[src/rtl/comp_mult_arbiter.sv]
// Shares one comp_mult_wrapper between NO_REQ requesters: round-robin operand grant, in-order tag FIFO for results.
// Optional build macro COMP_MULT_ARB_PRIO_EN gives requester 0 strict priority over the round-robin group.
module comp_mult_arbiter #(
  parameter int DWIDTH    = 8,
  parameter int NO_REQ    = 4,
  parameter int TAG_DEPTH = 8
) (
  input  logic                          clk,
  input  logic                          rst_n,
  input  logic                          sw_rst,
  input  logic [NO_REQ-1:0]             req_op_val,
  output logic [NO_REQ-1:0]             req_op_rdy,
  input  logic [NO_REQ*4*DWIDTH-1:0]    req_op_data,
  output logic [NO_REQ-1:0]             req_res_val,
  input  logic [NO_REQ-1:0]             req_res_rdy,
  output logic [4*(DWIDTH+1)-1:0]       req_res_data,
  output logic                          m_op_val,
  input  logic                          m_op_rdy,
  output logic [4*DWIDTH-1:0]           m_op_data,
  input  logic                          m_res_val,
  output logic                          m_res_rdy,
  input  logic [4*(DWIDTH+1)-1:0]       m_res_data
);

  localparam int IDXW = $clog2(NO_REQ);
  localparam int TAGW = $clog2(TAG_DEPTH);
  localparam int OPW  = 4*DWIDTH;
  localparam logic [IDXW-1:0] LAST_REQ = IDXW'(NO_REQ-1);
  localparam logic [TAGW:0]   FULL_CNT = (TAGW+1)'(TAG_DEPTH);

  typedef enum logic {ARB = 1'b0, HOLD = 1'b1} state_e;

  state_e          state_q, state_d;
  logic [IDXW-1:0] rr_ptr_q, rr_ptr_d;
  logic [IDXW-1:0] hold_grant_q, hold_grant_d;
  logic [IDXW-1:0] tag_mem_q [TAG_DEPTH];
  logic [TAGW-1:0] wr_ptr_q, wr_ptr_d;
  logic [TAGW-1:0] rd_ptr_q, rd_ptr_d;
  logic [TAGW:0]   count_q, count_d;
  logic            orphan_err_q, orphan_err_d;

  logic            out_en_s;
  logic            tag_full_s;
  logic            tag_empty_s;
  logic [NO_REQ-1:0] cand_s;
  logic [IDXW-1:0] idx_s;
  logic [IDXW-1:0] arb_grant_s;
  logic [IDXW-1:0] grant_s;
  logic [IDXW-1:0] head_s;
  logic            push_s;
  logic            pop_s;

  // Round-robin search starting one past the pointer; the nearest candidate is written last and wins.
  always_comb begin
    cand_s = req_op_val;
`ifdef COMP_MULT_ARB_PRIO_EN
    cand_s[0] = 1'b0;
`endif
    idx_s       = rr_ptr_q;
    arb_grant_s = rr_ptr_q;
    for (int k = NO_REQ; k >= 1; k--) begin
      idx_s       = IDXW'((int'(rr_ptr_q) + k) % NO_REQ);
      arb_grant_s = cand_s[idx_s] ? idx_s : arb_grant_s;
    end
`ifdef COMP_MULT_ARB_PRIO_EN
    arb_grant_s = req_op_val[0] ? {IDXW{1'b0}} : arb_grant_s;
`endif
  end

  // Operand and result handshakes; every val/rdy output is squashed while either reset is active.
  always_comb begin
    out_en_s    = rst_n & ~sw_rst;
    tag_full_s  = (count_q == FULL_CNT);
    tag_empty_s = (count_q == {(TAGW+1){1'b0}});
    grant_s     = (state_q == HOLD) ? hold_grant_q : arb_grant_s;

    if (state_q == HOLD) begin
      m_op_val = req_op_val[hold_grant_q] & ~tag_full_s & out_en_s;
    end else begin
      m_op_val = (|req_op_val) & ~tag_full_s & out_en_s;
    end
    m_op_data = req_op_data[int'(grant_s)*OPW +: OPW];

    for (int g = 0; g < NO_REQ; g++) begin
      req_op_rdy[g] = m_op_rdy & ~tag_full_s & out_en_s & (grant_s == IDXW'(g));
    end

    head_s = tag_mem_q[rd_ptr_q];
    for (int g = 0; g < NO_REQ; g++) begin
      req_res_val[g] = m_res_val & ~tag_empty_s & out_en_s & (head_s == IDXW'(g));
    end
    m_res_rdy    = ~tag_empty_s & req_res_rdy[head_s] & out_en_s;
    req_res_data = m_res_data;

    push_s = m_op_val & m_op_rdy;
    pop_s  = m_res_val & m_res_rdy;
  end

  // Next-state: grant hold FSM, round-robin pointer, tag FIFO bookkeeping, orphan result flag.
  always_comb begin
    state_d      = state_q;
    hold_grant_d = hold_grant_q;
    case (state_q)
      ARB: begin
        if (m_op_val & ~m_op_rdy) begin
          state_d      = HOLD;
          hold_grant_d = arb_grant_s;
        end else begin
          state_d      = ARB;
        end
      end
      HOLD: begin
        if (m_op_rdy) begin
          state_d = ARB;
        end else begin
          state_d = HOLD;
        end
      end
      default: begin
        state_d = ARB;
      end
    endcase

    if (push_s) begin
      rr_ptr_d = grant_s;
    end else begin
      rr_ptr_d = rr_ptr_q;
    end

    wr_ptr_d     = wr_ptr_q + TAGW'(push_s);
    rd_ptr_d     = rd_ptr_q + TAGW'(pop_s);
    count_d      = count_q + (TAGW+1)'(push_s) - (TAGW+1)'(pop_s);
    orphan_err_d = orphan_err_q | (m_res_val & tag_empty_s & out_en_s);
  end

  // State registers with async power-on reset and synchronous soft reset that drops in-flight tags.
  always_ff @(posedge clk or negedge rst_n) begin
    if (!rst_n) begin
      state_q      <= ARB;
      rr_ptr_q     <= LAST_REQ;
      hold_grant_q <= {IDXW{1'b0}};
      wr_ptr_q     <= {TAGW{1'b0}};
      rd_ptr_q     <= {TAGW{1'b0}};
      count_q      <= {(TAGW+1){1'b0}};
      orphan_err_q <= 1'b0;
      for (int i = 0; i < TAG_DEPTH; i++) begin
        tag_mem_q[i] <= {IDXW{1'b0}};
      end
    end else if (sw_rst) begin
      state_q      <= ARB;
      rr_ptr_q     <= LAST_REQ;
      hold_grant_q <= {IDXW{1'b0}};
      wr_ptr_q     <= {TAGW{1'b0}};
      rd_ptr_q     <= {TAGW{1'b0}};
      count_q      <= {(TAGW+1){1'b0}};
      orphan_err_q <= 1'b0;
      for (int i = 0; i < TAG_DEPTH; i++) begin
        tag_mem_q[i] <= {IDXW{1'b0}};
      end
    end else begin
      state_q      <= state_d;
      rr_ptr_q     <= rr_ptr_d;
      hold_grant_q <= hold_grant_d;
      wr_ptr_q     <= wr_ptr_d;
      rd_ptr_q     <= rd_ptr_d;
      count_q      <= count_d;
      orphan_err_q <= orphan_err_d;
      if (push_s) begin
        tag_mem_q[wr_ptr_q] <= grant_s;
      end
    end
  end

endmodule
[config.mk]
export PLATFORM = sky130hd
export DESIGN_NAME = comp_mult_arbiter
export DESIGN_NICKNAME = d
export VERILOG_FILES = /design/src/rtl/comp_mult_arbiter.sv
export SDC_FILE = /design/constraint.sdc
export NUM_CORES = 1
export LEC_CHECK = 0
export BUFFER_PORTS_ARGS = -buffer_cell sky130_fd_sc_hd__buf_2
export CAP_MARGIN = 15
export CORE_ASPECT_RATIO = 1.4
export CORE_MARGIN = 5
export CORE_UTILIZATION = 35
export DETAILED_ROUTE_END_ITERATION = 12
export MAX_ROUTING_LAYER = met4
export PLACE_DENSITY = 0.77
export SETUP_SLACK_MARGIN = 0.4
export SKIP_CTS_REPAIR_TIMING = 1
export SYNTH_ARGS = -nofsm -noshare
export SYNTH_HDL_FRONTEND = slang
export SYNTH_SLANG_ARGS = --single-unit
export TNS_END_PERCENT = 10
[constraint.sdc]
create_clock -name clk -period 3.1 [get_ports clk]
set_clock_uncertainty 0.05 [all_clocks]
set_input_delay 0.155 -clock clk [delete_from_list [all_inputs] [get_ports clk]]
set_output_delay 0.155 -clock clk [all_outputs]
set_load 0.005 [all_outputs]
==> run_results.csv <==
group,metric,value,unit
run_status,status,"finished, final reports clean",
setup_path,cpPeakStageDelay,0.54,ns
timing,fmax,329,MHz
timing,grt_setup_unrepaired,"true",
die,die_w,95.6,µm
worst_hold_path,worstHoldStart,"m_op_rdy",
die,ios,255,
placed_design,place.gp.congestion,0.857,
layout,syn_to_final_growth,32.8,%
setup_path,worstPathMaxFanout,3,
pwr,finalPower,0.00194,W
setup_path,crit_required,3.26,ns
drt,drtPass1Iterations,4,
clock_tree,path_clk_slew,0.05,ns
synthesis,synth_area_leader_cell,"mux2i_1",
setup_path,crit-reg2reg-launch,"rd_ptr_q[0]",
timing,fin_crit,3.04,ns
layout,drive_gt1_frac,0.456,
synthesis,synth_enable_flop_cells,0,
timing,setup_viol,0,
pwr,ir_drop,0.226,mV
clock_tree,htree_num_levels,2,
global_routing,grt_pass1_wl,18.8,mm
synthesis,yosys_register_bits,31,
synthesis,synthArstFlopShare,1.00,
global_routing,grt.total_usage,0.201,
timing,slew_headroom,0.626,
timing,finalHoldViolCount,0,
timing,drv_slew,0,
setup_path,cp.arrival,3.20,ns
synthesis,synth.top_cells.by_area,"mux2i_1 24%, dfrtp_1 20%, a221oi_1 7.8%",
drt,vias_per_cell,5.57,
clock_tree,cts_made_buffers,5,
drt,wirelength,13.1,mm
setup_path,r2r_setup_slack,0.06,ns
clock_tree,cts_tree,"yes",
die,core-area,10000,µm²
placed_design,post-dp-hpwl,10.3,mm
drt,vias,3748,
setup_path,crit_chain,"mux4_2 > mux2_4 > mux4_2 > nor2b_4 > ha_4 > inv_2 > ha_4 > fa_2 > nor2b_2",
die,start_util,0.359,
global_routing,antenna_found_initial,5,
synthesis,yosys_warnings,0,
synthesis,synthCells,388,
synthesis,synth_cell_types,49,
die,die_y,130,µm
global_routing,overflow,0,
layout,layout_commonest_cell,"buf_2",
synthesis,synth.avg_cell_area,9.26,µm²
synthesis,synth_area,3590,µm²
clock_tree,cts_buffer_depth,2,
synthesis,yosysSeqAreaShare,0.217,
die,rows,43,
global_routing,grt_max_degree,33,
setup_path,worstSetupStartpoint,"rd_ptr_q[0]",
clock_tree,worstSkewPairLatency,0.28,ns
timing,fin_tns_setup,0,ns
drt,postRouteAntennaNets,0,
setup_path,critPathSlowestCell,"mux4_2",
flow_run,cap_violations,0,
setup_path,worst_setup_path_start_kind,"flip-flop",
synthesis,synth.net_count,576,
setup_path,critical_path_class,"flip-flop to flip-flop",
timing,timing.final.crit_share,0.981,
layout,num-nets-final,720,
placed_design,port_buffers,182,
drt,drc,0,
drt,dr.first_iter.drc_count,194,
die,die_area,12400,µm²
global_routing,grt_pass1_vias,3805,
setup_path,end_kind,"flip-flop",
clock_tree,clock-sinks,31,
timing,tightest_slew,0.561,ns
pwr,powerDensity,408,nW/µm²
clock_tree,root_buffer,"clkbuf_16",
layout,final_cell_mix,"182 x buf_2, 84 x mux2i_1, 29 x a221oi_1, 29 x dfrtp_1, 28 x a22o_1",
worst_hold_path,min-delay-path-class,"primary input to flip-flop",
drt,avgRoutedWirePerCell,19.5,µm
pwr,p_leak,2.42,nW
synthesis,synthFlopType,"dfrtp_1",
synthesis,synth.top_cell.area_share,0.240,
[sequential cells by signal, indices dropped and copies added, names as in the netlist]
| register | count |
|---|---|
| wr_ptr_q | 3 |
| rr_ptr_q | 2 |
| count_q | 4 |
| rd_ptr_q | 3 |
| state_q | 1 |
| hold_grant_q | 2 |
| tag_mem_q | 16 |
[final timing paths]
| kind | endpoint | depth (start not counted) |
|---|---|---|
| max in group asynchronous | rr_ptr_q[1] | 3 |
| min reg2reg | tag_mem_q[12] | 2 |
| min in group asynchronous | rd_ptr_q[2] | 3 |
| min | state_q | 2 |
| max reg2reg | count_q[1] | 9 |
| max | count_q[1] | 9 |
[synthesized netlist by cell type, drive strengths merged (2+ instances only)]
| cell type | instances |
|---|---|
| o21ai | 7 |
| nand2b | 19 |
| or3 | 2 |
| a221oi | 32 |
| ha | 10 |
| nand3b | 4 |
| dfstp | 2 |
| and4b | 2 |
| a21oi | 8 |
| dfrtp | 29 |
| or2 | 2 |
| nand3 | 9 |
| xnor2 | 4 |
| and2 | 2 |
| nor4 | 2 |
| clkbuf | 20 |
| nor2b | 10 |
| buf | 47 |
| nand2 | 9 |
| nor2 | 20 |
| nor3 | 3 |
| mux2i | 86 |
| and3b | 2 |
| inv | 8 |
| mux4 | 5 |
| a22o | 28 |
[kinds of logic after synthesis]
logic type | count (synthesis) | share of synthesized area
DFF | 31 | 0.217
adders and majority gates | 11 | 0.0404
muxes | 92 | 0.275
AOI/OAI and AO/OA | 84 | 0.193
buffers and inverters | 75 | 0.121
xor gates and xnor gates | 4 | 0.00975
and+or+nand+nor | 91 | 0.144
[layer usage]
metal / GRT usage / vias to the layer above / share of wire / routed length (µm)
li1: - / 1733 / - / -
met1: 0.238 / 1778 / 0.40 / 5250
met2: 0.317 / 201 / 0.48 / 6370
met3: 0.0577 / 36 / 0.085 / 1120
met4: 0.0871 / 0 / 0.031 / 408
met5: - / - / 0 / 0
[layout make-up]
cell class / instances / area (µm²)
clock inverters: 2 / 12.5
fillers: 974 / 5240
clock buffers: 6 / 129
flip-flops and latches: 31 / 778
diodes: 5 / 12.5
repair buffers: 203 / 1110
multi-input cells: 283 / 2520
inverters: 8 / 30.0
well taps: 135 / 169
[where the power goes]
group          switching, W  leakage, nW  total (W)  internal (W)
clock network      0.000171       0.0669   0.000466      0.000295
registers         0.0000236        0.423   0.000455      0.000431
logic              0.000505         1.93    0.00102      0.000519
[critical path: cells and delay by family (launching register included)]
family / cells / cell delay, ns
adders and majority gates: 3 / 0.92
muxes: 3 / 1.28
and+or+nand+nor: 2 / 0.29
buffers and inverters: 1 / 0.04
DFF: 1 / 0.40
[per-stage QoR]
step	util	std cells	worst slack (ns)	cell area [µm²]	hold slack [ns]
after floorplan	-	388	0.0699	3600	-0.191
after global placement	0.442	652	0.0795	4420	0.203
after detailed placement	0.442	652	-0.00998	4420	0.206
after CTS	0.456	660	-0.0245	4560	-0.0893
after global routing	0.477	673	-0.0294	4770	0.0373
final	0.477	673	0.0574	4770	0.0269
Power figures use the tool's default switching activity.
